$ cat src/rtl/scan_display_mux_pkg.sv
// -----------------------------------------------------------------------------
// scan_display_mux_pkg
// Shared definitions for the multiplexed front-panel scanner:
//   - derived widths computed from the top-level parameters
//   - slot phase boundaries (end of shifting, latch strobe cycle)
//   - state encoding of the serial shifter
// No ports (package).
// -----------------------------------------------------------------------------
package scan_display_mux_pkg;

   // Bits serialised per digit slot: every row carries cathode + segment field.
   function automatic int calc_shift_w(input int n_rows, input int n_digits, input int seg_w);
      return n_rows * (n_digits + seg_w);
   endfunction

   // Width of the digit index; a single-digit panel still gets one bit.
   function automatic int calc_dig_w(input int n_digits);
      return (n_digits > 1) ? $clog2(n_digits) : 1;
   endfunction

   // Slot cycle at which shifting is complete (two clk cycles per bit).
   function automatic int calc_shift_end(input int shift_w);
      return 2 * shift_w;
   endfunction

   // Slot cycle carrying the one-cycle latch strobe.
   function automatic int calc_load_cyc(input int shift_w);
      return 2 * shift_w;
   endfunction

   typedef enum logic {
      SH_IDLE  = 1'b0,
      SH_SHIFT = 1'b1
   } shift_state_e;

endpackage

$ cat src/rtl/scan_shifter.sv
// -----------------------------------------------------------------------------
// scan_shifter
// Serialises one SHIFT_W word MSB first into the driver chain. The start
// cycle already presents the MSB on sdata; every bit gets one low and one high
// sclk cycle, and the latch strobe follows the final rising edge.
// Ports:
//   clk, rst_n   clock, synchronous active-low reset
//   start        one-cycle request to shift 'word' (ignored while busy)
//   word         word to serialise
//   sclk, sdata  serial clock / data (registered)
//   sload        one-cycle latch strobe after the full word (registered)
//   busy         high while a word is being shifted
// -----------------------------------------------------------------------------
module scan_shifter
   import scan_display_mux_pkg::*;
#(
   parameter int SHIFT_W = 72
) (
   input  logic               clk,
   input  logic               rst_n,
   input  logic               start,
   input  logic [SHIFT_W-1:0] word,
   output logic               sclk,
   output logic               sdata,
   output logic               sload,
   output logic               busy
);

   localparam int LOAD_CYC = calc_load_cyc(SHIFT_W);
   localparam int CNT_W    = $clog2(LOAD_CYC + 1);

   shift_state_e       state_r, state_s;
   logic [CNT_W-1:0]   cnt_r, cnt_s;
   logic [SHIFT_W-1:0] shreg_r, shreg_s;
   logic               sclk_r, sclk_s;
   logic               sdata_r, sdata_s;
   logic               sload_r, sload_s;

   // Next-state and next-output logic; cnt_r is the phase of the coming cycle.
   always_comb begin
      state_s = state_r;
      cnt_s   = cnt_r;
      shreg_s = shreg_r;
      sclk_s  = sclk_r;
      sdata_s = sdata_r;
      sload_s = 1'b0;
      case (state_r)
         SH_IDLE: begin
            sclk_s = 1'b0;
            if (start) begin
               // MSB leaves immediately; the rest waits in shreg.
               sdata_s = word[SHIFT_W-1];
               shreg_s = word << 1;
               cnt_s   = CNT_W'(1);
               state_s = SH_SHIFT;
            end else begin
               cnt_s = '0;
            end
         end
         SH_SHIFT: begin
            if (cnt_r == CNT_W'(LOAD_CYC)) begin
               sclk_s  = 1'b0;
               sload_s = 1'b1;
               cnt_s   = '0;
               state_s = SH_IDLE;
            end else if (cnt_r[0]) begin
               // Odd phase: rising edge, driver samples the held bit.
               sclk_s = 1'b1;
               cnt_s  = cnt_r + CNT_W'(1);
            end else begin
               sclk_s  = 1'b0;
               sdata_s = shreg_r[SHIFT_W-1];
               shreg_s = shreg_r << 1;
               cnt_s   = cnt_r + CNT_W'(1);
            end
         end
         default: begin
            state_s = SH_IDLE;
            cnt_s   = '0;
         end
      endcase
   end

   // State and output registers.
   always_ff @(posedge clk) begin
      if (!rst_n) begin
         state_r <= SH_IDLE;
         cnt_r   <= '0;
         shreg_r <= '0;
         sclk_r  <= 1'b0;
         sdata_r <= 1'b0;
         sload_r <= 1'b0;
      end else begin
         state_r <= state_s;
         cnt_r   <= cnt_s;
         shreg_r <= shreg_s;
         sclk_r  <= sclk_s;
         sdata_r <= sdata_s;
         sload_r <= sload_s;
      end
   end

   assign sclk  = sclk_r;
   assign sdata = sdata_r;
   assign sload = sload_r;
   assign busy  = (state_r == SH_SHIFT);

endmodule

$ cat src/rtl/scan_display_mux.sv
// -----------------------------------------------------------------------------
// scan_display_mux
// Scans N_DIGITS slots across N_ROWS chained LED-driver rows. Each slot shifts
// one word {row N_ROWS-1 .. row 0}, row = {one-hot cathode, segments}, from a
// double-buffered shadow frame, then PWM-enables the drivers.
// Ports:
//   clk, rst_n   clock, synchronous active-low reset
//   frame_data   segment patterns, row r digit d at [(r*N_DIGITS+d)*SEG_W +: SEG_W]
//   upd_req      load frame_data into the shadow at the next frame boundary
//   upd_ack      one-cycle pulse: shadow loaded
//   bright       PWM brightness, 0 = dark
//   sclk, sdata, sload, sclr_n, soe_n   driver chain pins
//   digit_idx    current slot index
//   frame_done   one-cycle pulse in the last cycle of the last slot
// -----------------------------------------------------------------------------
module scan_display_mux
   import scan_display_mux_pkg::*;
#(
   parameter int N_DIGITS     = 8,
   parameter int N_ROWS       = 3,
   parameter int SEG_W        = 16,
   parameter int DIGIT_CYCLES = 256,
   parameter int BRIGHT_W     = 4
) (
   input  logic                               clk,
   input  logic                               rst_n,
   input  logic [N_ROWS*N_DIGITS*SEG_W-1:0]   frame_data,
   input  logic                               upd_req,
   output logic                               upd_ack,
   input  logic [BRIGHT_W-1:0]                bright,
   output logic                               sclk,
   output logic                               sdata,
   output logic                               sload,
   output logic                               sclr_n,
   output logic                               soe_n,
   output logic [calc_dig_w(N_DIGITS)-1:0]    digit_idx,
   output logic                               frame_done
);

   localparam int SHIFT_W   = calc_shift_w(N_ROWS, N_DIGITS, SEG_W);
   localparam int DIG_W     = calc_dig_w(N_DIGITS);
   localparam int SHIFT_END = calc_shift_end(SHIFT_W);
   localparam int ROW_W     = N_DIGITS + SEG_W;
   localparam int FRAME_W   = N_ROWS * N_DIGITS * SEG_W;
   localparam int S_W       = $clog2(DIGIT_CYCLES);

   if (DIGIT_CYCLES < 2 * SHIFT_W + 2) begin : g_cfg_check
      $error("scan_display_mux: DIGIT_CYCLES too small to shift and latch one word");
   end

   logic [S_W-1:0]      s_r;
   logic [DIG_W-1:0]    digit_r;
   logic [FRAME_W-1:0]  shadow_r;
   logic                sclr_n_r, soe_n_r, upd_ack_r, frame_done_r;
   logic [SHIFT_W-1:0]  word_s;
   logic [BRIGHT_W-1:0] pwm_phase;
   logic                last_digit, slot_end, pre_end, blank, shift_busy, accept;

   assign last_digit = (digit_r == DIG_W'(N_DIGITS - 1));
   assign slot_end   = (s_r == S_W'(DIGIT_CYCLES - 1));
   assign pre_end    = (s_r == S_W'(DIGIT_CYCLES - 2));
   assign blank      = (s_r <= S_W'(SHIFT_END));
   // frame_done_r is high exactly in the last cycle of the last slot.
   assign accept     = frame_done_r & upd_req;

   // PWM compares the low slot-counter bits against bright.
   if (S_W >= BRIGHT_W) begin : g_pwm_wide
      assign pwm_phase = s_r[BRIGHT_W-1:0];
   end else begin : g_pwm_narrow
      assign pwm_phase = {{(BRIGHT_W - S_W){1'b0}}, s_r};
   end

   // Slot word assembly: the current digit selects its cathode bit and segments.
   always_comb begin
      word_s = '0;
      for (int r = 0; r < N_ROWS; r++) begin
         for (int d = 0; d < N_DIGITS; d++) begin
            word_s[r*ROW_W + SEG_W + d] = (digit_r == DIG_W'(d));
            word_s[r*ROW_W +: SEG_W] = word_s[r*ROW_W +: SEG_W]
               | ({SEG_W{digit_r == DIG_W'(d)}} & shadow_r[(r*N_DIGITS + d)*SEG_W +: SEG_W]);
         end
      end
   end

   // Slot/digit counters, shadow buffer, handshake, PWM and clear registers.
   always_ff @(posedge clk) begin
      if (!rst_n) begin
         s_r          <= '0;
         digit_r      <= '0;
         shadow_r     <= '0;
         sclr_n_r     <= 1'b0;
         soe_n_r      <= 1'b1;
         upd_ack_r    <= 1'b0;
         frame_done_r <= 1'b0;
      end else begin
         sclr_n_r <= 1'b1;
         if (slot_end) begin
            s_r     <= '0;
            digit_r <= last_digit ? '0 : digit_r + DIG_W'(1);
         end else begin
            s_r     <= s_r + S_W'(1);
            digit_r <= digit_r;
         end
         soe_n_r      <= blank ? 1'b1 : ~(pwm_phase < bright);
         frame_done_r <= last_digit & pre_end;
         upd_ack_r    <= accept;
         if (accept) begin
            shadow_r <= frame_data;
         end else begin
            shadow_r <= shadow_r;
         end
      end
   end

   scan_shifter #(
      .SHIFT_W (SHIFT_W)
   ) u_shifter (
      .clk   (clk),
      .rst_n (rst_n),
      .start ((s_r == '0) & ~shift_busy),
      .word  (word_s),
      .sclk  (sclk),
      .sdata (sdata),
      .sload (sload),
      .busy  (shift_busy)
   );

   assign sclr_n     = sclr_n_r;
   assign soe_n      = soe_n_r;
   assign upd_ack    = upd_ack_r;
   assign frame_done = frame_done_r;
   assign digit_idx  = digit_r;

endmodule

$ cat config.mk
export PLATFORM = sky130hd
export DESIGN_NAME = scan_display_mux
export DESIGN_NICKNAME = d
export VERILOG_FILES = /design/src/rtl/scan_display_mux_pkg.sv /design/src/rtl/scan_shifter.sv /design/src/rtl/scan_display_mux.sv
export SDC_FILE = /design/constraint.sdc
export NUM_CORES = 1
export LEC_CHECK = 0
export ABC_AREA = 1
export BUFFER_PORTS_ARGS = -buffer_cell sky130_fd_sc_hd__buf_2
export CORE_MARGIN = 2
export CORE_UTILIZATION = 30
export CTS_CLUSTER_DIAMETER = 30
export CTS_CLUSTER_SIZE = 12
export DETAILED_ROUTE_END_ITERATION = 8
export PLACE_DENSITY_LB_ADDON = 0.05
export SLEW_MARGIN = 20
export SYNTH_ARGS = -nofsm -noshare
export SYNTH_HDL_FRONTEND = slang
export SYNTH_SLANG_ARGS = --single-unit
$ cat constraint.sdc
create_clock -name clk -period 3.5 [get_ports clk]
set_input_delay 0.525 -clock clk [delete_from_list [all_inputs] [get_ports clk]]
set_output_delay 0.525 -clock clk [all_outputs]
set_load 0.01 [all_outputs]
* Word-level counts from Yosys, hierarchy flattened
Index checks and enable logic that the tools add are counted.
** Word-level totals
- Register bits after elaboration :: 483
- Output and inout port bits :: 10
- Logic and storage cells :: 108
** Operators by class
- Add/sub/neg operators :: 3
- Order comparisons :: 2
- Equality and inequality tests :: 13
- Mux-type cells :: 20
- Bitwise operators :: 51
- Reductions and logical operators :: 6
** Operators with widths (count)
- $and A16 B16 Y16 :: 24
- $or A16 B16 Y16 :: 21
- $mux W72 :: 3
- $pmux W72 S2 :: 1
- $eq A8 B8 Y1 const B :: 3
- $add A8 B1 Y8 const B :: 2
- $pmux W8 S2 :: 1
- $eq A3 B3 Y1 const B :: 4
- $mux W1 :: 10
- $le A8 B8 Y1 const B :: 1
- $logic_not A8 Y1 :: 1
- $mux W8 :: 1
- $eq A3 B2 Y1 const B :: 2
- $pmux W1 S2 :: 3
- $lt A4 B4 Y1 :: 1
- $ne A2 B2 Y1 const B :: 2
- $reduce_or A2 Y1 :: 2
- $add A3 B1 Y3 const B :: 1
- $and A1 B1 Y1 :: 3
- $eq A3 B1 Y1 const B :: 1
- $logic_not A3 Y1 :: 1
- $mux W3 :: 1
- $not A1 Y1 :: 3
- $reduce_and A3 Y1 :: 1
- 2 further kinds :: 2

* Longest topological paths before layout
Gate-level depths: netlist of run 1.
- Depth after elaboration :: 11
- Gate-level depth with buffers :: 14
- Mapped depth without buffers :: 10

* Modules after synthesis
Synthesis of run 1 repeated with hierarchy kept, for this count alone.
** Unflattened totals
- Cells, all modules :: 3150
- Area total of the unflattened synthesis :: 21001.4 um^2
** By module, submodules not included
- scan_display_mux :: instances 1, cells each 2463, area an instance 16664.7 um^2, sequential area each 7987.7 um^2
- scan_shifter :: instances 1, cells each 687, area an instance 4336.7 um^2, sequential area each 1661.6 um^2

* Worst setup path before layout of run 1
No wires, ideal clock.
- Kind :: flip-flop to flip-flop
- From :: reg digit_r[2], in the netlist digit_idx[2]
- To :: reg u_shifter.shreg_r[52]
- Setup time :: 0.113 ns
- Arrival :: 1.831 ns
- Required time :: 3.387 ns
- Path slack :: 1.556 ns
- Cell stages (with the launch flop) :: 14
- Clock period less this slack :: 1.944 ns
- Cell sequence :: dfxtp_1 buf_2 inv_1 buf_2 buf_2 ha_1 buf_2 buf_2 nand2_1 nand3_1 nor2_1 a21oi_1 nand2_1 nand2_1
** On the way
- Longest elaborated chain between the ends :: 11
- Elaborated cells on any way between the ends :: 25
** Ends and longest elaborated chain
- start: declaration :: RTL line scan_display_mux.sv:52 : logic [DIG_W-1:0] digit_r;
- start signal: assignment :: RTL line scan_display_mux.sv:99 : digit_r <= last_digit ? '0 : digit_r + DIG_W'(1);
- start signal: assignment :: RTL line scan_display_mux.sv:102 : digit_r <= digit_r;
- $eq A3 B1 Y1 / $logic_not A3 Y1 (equally long branches) :: RTL line scan_display_mux.sv:80 : | ({SEG_W{digit_r == DIG_W'(d)}} & shadow_r[(r*N_DIGITS + d)*SEG_W +: SEG_W]);
- $and A16 B16 Y16 :: RTL line scan_display_mux.sv:80
- $or A16 B16 Y16 (6 in series) :: RTL line scan_display_mux.sv:80
- $or A16 B16 Y16 * :: RTL line scan_display_mux.sv:80
- $mux W72 * :: RTL line scan_shifter.sv:50 : if (start) begin
- $pmux W72 S2 * :: RTL line scan_shifter.sv:47 : case (state_r)
- end signal: assignment :: RTL line scan_shifter.sv:96 : shreg_r <= shreg_s;
- end: declaration :: RTL line scan_shifter.sv:34 : logic [SHIFT_W-1:0] shreg_r, shreg_s;
Every way passes the cells marked *; elsewhere a longest branch is shown, timed or not. The select of a mux whose other input is x is not followed.
A chain may end at the register's enable or synchronous reset.

* Worst setup path after layout of run 1
- From :: reg digit_r[0], in the netlist digit_idx[0]
- To :: reg u_shifter.shreg_r[56]
The elaborated chain is that of the path after synthesis.

==> results of run 1 <==
-- routing by layer --
metal / vias to the layer above / track usage / share of wire
met1: 10120 / 0.3203 / 0.49
li1: 10790 / - / -
met4: 0 / 0.07061 / 0.020
met3: 114 / 0.04125 / 0.051
met2: 579 / 0.3402 / 0.44
met5: - / 0 / 0
-- layout make-up --
cell class	count	area share
diodes	1	0.00008917
clock buffers	192	0.1422
clock inverters	39	0.01409
inverters	80	0.01110
multi-input cells	2327	0.3624
flip-flops and latches	482	0.3440
well taps	940	0.04191
repair buffers	427	0.08427
-- synth_stat cells (5+ instances only) --
library cell and number:
or2_2 19, buf_4 8, ha_1 14, nor2_1 963, inv_1 77, buf_1 12
a21oi_1 25, dfxtp_1 482, clkbuf_1 127, o21ai_1 15, nand3_1 404, nand3b_1 7
nand2_1 436, buf_6 9, nand4_1 16, buf_2 89, nor3_1 5, o21ai_0 408
-- worst max-delay path, stage by stage, from the launching register on --
cell	delay, ps
dfxtp_1	370
inv_1	200
ha_4	820
buf_4	410
nand3_1	110
nand2_1	100
nor2_1	120
nand2_1	100
nand2_1	50
o21ai_1	110
-- worst max path at each step --
stage | start | end
global route | digit_idx[0]$_SDFFE_PN0P_ | u_shifter.shreg_r[56]$_SDFFE_PN0P_
floorplan | digit_idx[2]$_SDFFE_PN0P_ | u_shifter.shreg_r[52]$_SDFFE_PN0P_
finish | digit_idx[0]$_SDFFE_PN0P_ | u_shifter.shreg_r[56]$_SDFFE_PN0P_
CTS | digit_idx[0]$_SDFFE_PN0P_ | u_shifter.shreg_r[57]$_SDFFE_PN0P_
global placement | digit_idx[0]$_SDFFE_PN0P_ | u_shifter.shreg_r[58]$_SDFFE_PN0P_
detailed placement | digit_idx[0]$_SDFFE_PN0P_ | u_shifter.shreg_r[57]$_SDFFE_PN0P_
-- power by group --
part | leakage (nW) | total (mW) | internal (mW) | switching [mW]
Clock | 2.17 | 11.7 | 8.27 | 3.43
Combinational | 6.07 | 1.54 | 0.543 | 0.998
Sequential | 3.89 | 5.72 | 5.66 | 0.0607
-- kinds of logic after synthesis --
kind of cell,count (synthesis)
DFF,482
buffers and inverters,325
and+or+nand+nor,1861
xor gates and xnor gates,2
adders and majority gates,14
AOI/OAI and AO/OA,450
-- sequential cells by signal (all words and copies together) (netlist names) --
name               flops
digit_idx              3
upd_ack                1
u_shifter.shreg_r     71
sclr_n                 1
u_shifter.sdata        1
s_r                    8
frame_done             1
u_shifter.sload        1
u_shifter.sclk         1
u_shifter.busy         1
shadow_r             384
soe_n                  1
u_shifter.cnt_r        8
-- stage by stage --
step           instances  setup WS [ps]  power (mW)
2_1_floorplan       3134           1556       6.772
3_3_place_gp        4256           1015       7.360
3_5_place_dp        4256          953.9       7.365
4_1_cts             4487          952.6       19.17
5_1_grt             4488          807.0       19.69
6_report            4488          936.8       18.96
==> run metrics, run 1 <==
Period Utilization, post-route 0.7323; die width 269.8 um; slack of the worst reg-to-reg path 940 ps; FF/Latch Area 0.009653 mm^2; hold wc startpoint frame_data[20]; I/O Buffers 400; CP Capture Type flop; peak supply drop 0.3719 mV; DRC viols 0; DP Area 0.02368 mm^2; layout cells sized above 1 0.1895; crit path max fanout 71; area share of fa/ha/maj cells after synthesis 0.008263; first-pass GRT wire length 125,500 um; final slew viol count 0; fill cell count 7,569; Final #Nets 3,853; syn_area_per_cell 6.764 um^2; core area 0.07003 mm^2; gr ovfl total 0; P_leak 12.13 nW; Synth Net Count 3,539; CTS resizes 0; Post-synth EDFFs 0; RSZ-0062 raised after global routing no; multi-input logic area 0.01017 mm^2; arrival time worst endpoint 3160 ps; Placement Rows 97; clock sink count 482; worst r2r src digit_idx[0]$_SDFFE_PN0P_; Post-CTS Hold Fix Bufs 0; Post-synth ARST share 0; CTS clk-pin slew, worst paths 50 ps; xor and xnor fraction of the mapped netlist area 0.0008263; die height 269.8 um; Synth Cell Area 0.02120 mm^2; Least-Margin Pin Slew 1091 ps; via count 21,600; status finished, final reports clean; final-report setup violation count 0; CTS root buffer clkbuf_16; Slew headroom 0.2726; CP Class flop to flop; commonest non-fill, non-tap cell in the layout nor2_1; cell accounting for the most synthesized area dfxtp_1; post-detailed-route count of antenna-violating nets 0; post-synthesis compound-gate area fraction 0.1069; Routed wire per std cell 18.64 um; Synth top area share 0.4552; crit path launch type flop; worst reg-to-reg path cell count 9; Fmax 390.1 MHz; Via density 4.814; post-DP HPWL 57,120 um; Gate Count Post-Synth 3,134; predominant post-synthesis flop cell dfxtp_1; initial DRC count 1,638; Min Hold Slack 91.76 ps; clk buf depth 3; H-tree depth 4; pwr dens 675.6 mW/mm^2; I/O pins 401; reg2reg end u_shifter.shreg_r[56]$_SDFFE_PN0P_; RePlAce Congestion 0.8448; post-synthesis sequential area ratio 0.4552; vias in the first global route 21,030; top area cells in the synthesized netlist dfxtp_1 (46%), nor2_1 (17%), o21ai_0 (9.6%), nand3_1 (9.5%), nand2_1 (7.7%); Distinct cells, synth 32; initial antenna violation count 7; worst-skew pair later-pin latency 700 ps; Final Hold Viols 0; final instance area 0.02806 mm^2; Ys Warns 0; Simple-Gate Fraction of Synth Area 0.3614; synthesis-to-finish area growth 32.39%; post-synthesis mux area share 0; Crit path required time 4100 ps; gr usage total 0.2242; WL final 83,650 um; Die ar. 0.07280 mm^2; Initial Utilization 0.3027; max_cap viols 0; Hold EP shadow_r[20]$_SDFFE_PN0P_; Setup Buffers After CTS 0; TritonCTS clock tree yes; Synth Register Bits 482; largest net degree at the start of global routing 147; Final Util 0.4007; most frequent cells in the layout nor2_1 (963), dfxtp_1 (481), nand2_1 (435), o21ai_0 (408), nand3_1 (404); hold path cells 3; Hold Crit Class input port to flop; CTS Buf Count 130; largest family of logic cells by synthesized area simple AND/OR/NAND/NOR gates; clk_skew 21.07 ps; Detailed Routing Iterations Pass 1 5; Setup TNS Final 0 ps; Final min period 2563 ps
(Power assumes the default switching activity.)
==> run 2: changes to the inputs <==
==> constraint.sdc (replaced) <==
create_clock -name clk -period 2.2 [get_ports clk]
set_input_delay 0.33 -clock clk [delete_from_list [all_inputs] [get_ports clk]]
set_output_delay 0.33 -clock clk [all_outputs]
set_load 0.01 [all_outputs]
==> run 2 against run 1 <==
  * Final cell count is 9.4% higher
  * Critical endpoint is now u_shifter.shreg_r[9]$_SDFFE_PN0P_
  * First-iteration DRC count is 10% lower
  * Non-clock buffer count is 419 higher
  * Combinational power is 99% higher
  * Design area is 16% higher
==> run metrics, run 2 (synthesis gave the netlist of run 1 again) <==
status finished, final reports clean; Final Hold Viols 0; Fmax 473.6 MHz; gr usage total 0.2361; initial antenna violation count 1; CTS root buffer clkbuf_16; Via density 4.734; Final #Nets 4,279; CP Class flop to flop; final-report setup violation count 0; max reg flops 384; core area 0.07003 mm^2; Routed wire per std cell 17.78 um; max_cap viols 0; met2 usage 0.3519; RSZ-0062 raised after global routing no; Final min period 2112 ps; Initial Utilization 0.3027; arrival time worst endpoint 2690 ps; TritonCTS clock tree yes; Setup TNS Final 0 ps; clock sink count 482; commonest non-fill, non-tap cell in the layout nor2_1; layout cells sized above 1 0.1833; final instance area 0.03253 mm^2; met3 global-route usage 0.04445; initial DRC count 1,475; Detailed Routing Iterations Pass 1 7; clk buf depth 3; Largest Register shadow_r; post-DP HPWL 59,570 um; vias in the first global route 23,070; pwr dens 966.9 mW/mm^2; Crit path required time 2780 ps; CTS Buf Count 137; Period Utilization, post-route 0.9598; most frequent cells in the layout nor2_1 (959), dfxtp_1 (481), nand2_1 (435), o21ai_0 (408), nand3_1 (404); P_leak 14.05 nW; DRC viols 0; die width 269.8 um; post-detailed-route count of antenna-violating nets 0; GRT busiest layer met2; Regs by FF count shadow_r: 384 flops, u_shifter.shreg_r: 71 flops; Placement Rows 97; fill cell count 7,109; largest net degree at the start of global routing 104; peak supply drop 0.4916 mV; I/O Buffers 400; I/O pins 401; RePlAce Congestion 0.8174; synthesis-to-finish area growth 53.47%; Die ar. 0.07280 mm^2; CTS clk-pin slew, worst paths 40 ps; first-pass GRT wire length 132,700 um; DP Area 0.02426 mm^2; Least-Margin Pin Slew 806.0 ps; final slew viol count 0; WL final 87,300 um; crit path max fanout 27; CP Capture Type flop; Slew headroom 0.4619; H-tree depth 4; gr ovfl total 0; met1 usage in global routing 0.3281; die height 269.8 um; worst-skew pair later-pin latency 700 ps; via count 23,250; clk_skew 20.22 ps; n_diodes 0; crit path launch type flop; Hold Crit Class input port to flop
## run 2: cell count changes in the layout (fill, tap and decap cells not counted), moves of 3 or more
cell and delta:
nor2_1 -4, nor2_2 +4, clkbuf_1 +3, clkinv_2 -6, inv_6 +4, inv_16 +3, buf_4 +31, clkbuf_8 -4
bufinv_16 +4, clkinv_8 +5, buf_12 +19, dlygate4sd3_1 +369
## run 2: timing repair
item,in CTS,in global routing
setup buffers,0,2
gates resized for setup,0,4
hold endpoints to repair,372,0
endpoints found under the setup margin,0,6
hold buffers,369,0
## run 2: layer usage
| layer | wire, um | vias up |
|---|---|---|
| met5 | 0 | - |
| met2 | 37540 | 684 |
| met1 | 41890 | 10760 |
| li1 | - | 11640 |
| met4 | 3283 | 0 |
| met3 | 4592 | 172 |
## run 2: final timing paths
check                            startpoint  slack [ps]                           endpoint  cells past startpoint
hold reg to reg           s_r[0]$_SDFF_PP0_         450                  s_r[0]$_SDFF_PP0_                      1
setup / recovery  digit_idx[0]$_SDFFE_PN0P_          90  u_shifter.shreg_r[9]$_SDFFE_PN0P_                     11
setup reg to reg  digit_idx[0]$_SDFFE_PN0P_          90  u_shifter.shreg_r[9]$_SDFFE_PN0P_                     11
hold / removal              frame_data[172]          30         shadow_r[172]$_SDFFE_PN0P_                      3
## run 2: final cells by class
class,instances,area [um^2],area share
clock buffers,189,3896,0.1198
clock inverters,47,644.4,0.01981
inverters,80,311.5,0.009577
multi-input cells,2327,10180,0.3129
flip-flops and latches,482,9653,0.2967
well taps,940,1176,0.03615
repair buffers,846,6671,0.2051
## run 2: critical path, stage by stage (launching register included)
cell	delay, ps
dfxtp_1	450
inv_1	180
ha_4	320
buf_12	220
nand3_1	90
nand2_1	50
nor2_1	300
nand2_1	140
nand2_1	80
nand2_1	50
inv_1	50
nor2_1	30
## run 2: per-stage QoR
| step | utilization | total power, mW | setup slack [ps] | hold WS (ps) | instances |
|---|---|---|---|---|---|
| 2_1_floorplan | - | 10.77 | 256.3 | 357.7 | 3134 |
| 3_3_place_gp | 0.3464 | 11.78 | 135.1 | 451.1 | 4304 |
| 3_5_place_dp | 0.3464 | 11.79 | 97.81 | 449.3 | 4304 |
| 4_1_cts | 0.4640 | 31.74 | 71.30 | 1.376 | 4909 |
| 5_1_grt | 0.4646 | 32.66 | 11.38 | 8.940 | 4911 |
| 6_report | 0.4646 | 31.46 | 88.40 | 34.57 | 4911 |
## run 2: power by group
| group | switching [mW] | internal (mW) | total (mW) |
|---|---|---|---|
| Clock | 5.78 | 13.5 | 19.3 |
| Sequential | 0.0952 | 9.01 | 9.11 |
| Combinational | 1.72 | 1.34 | 3.06 |
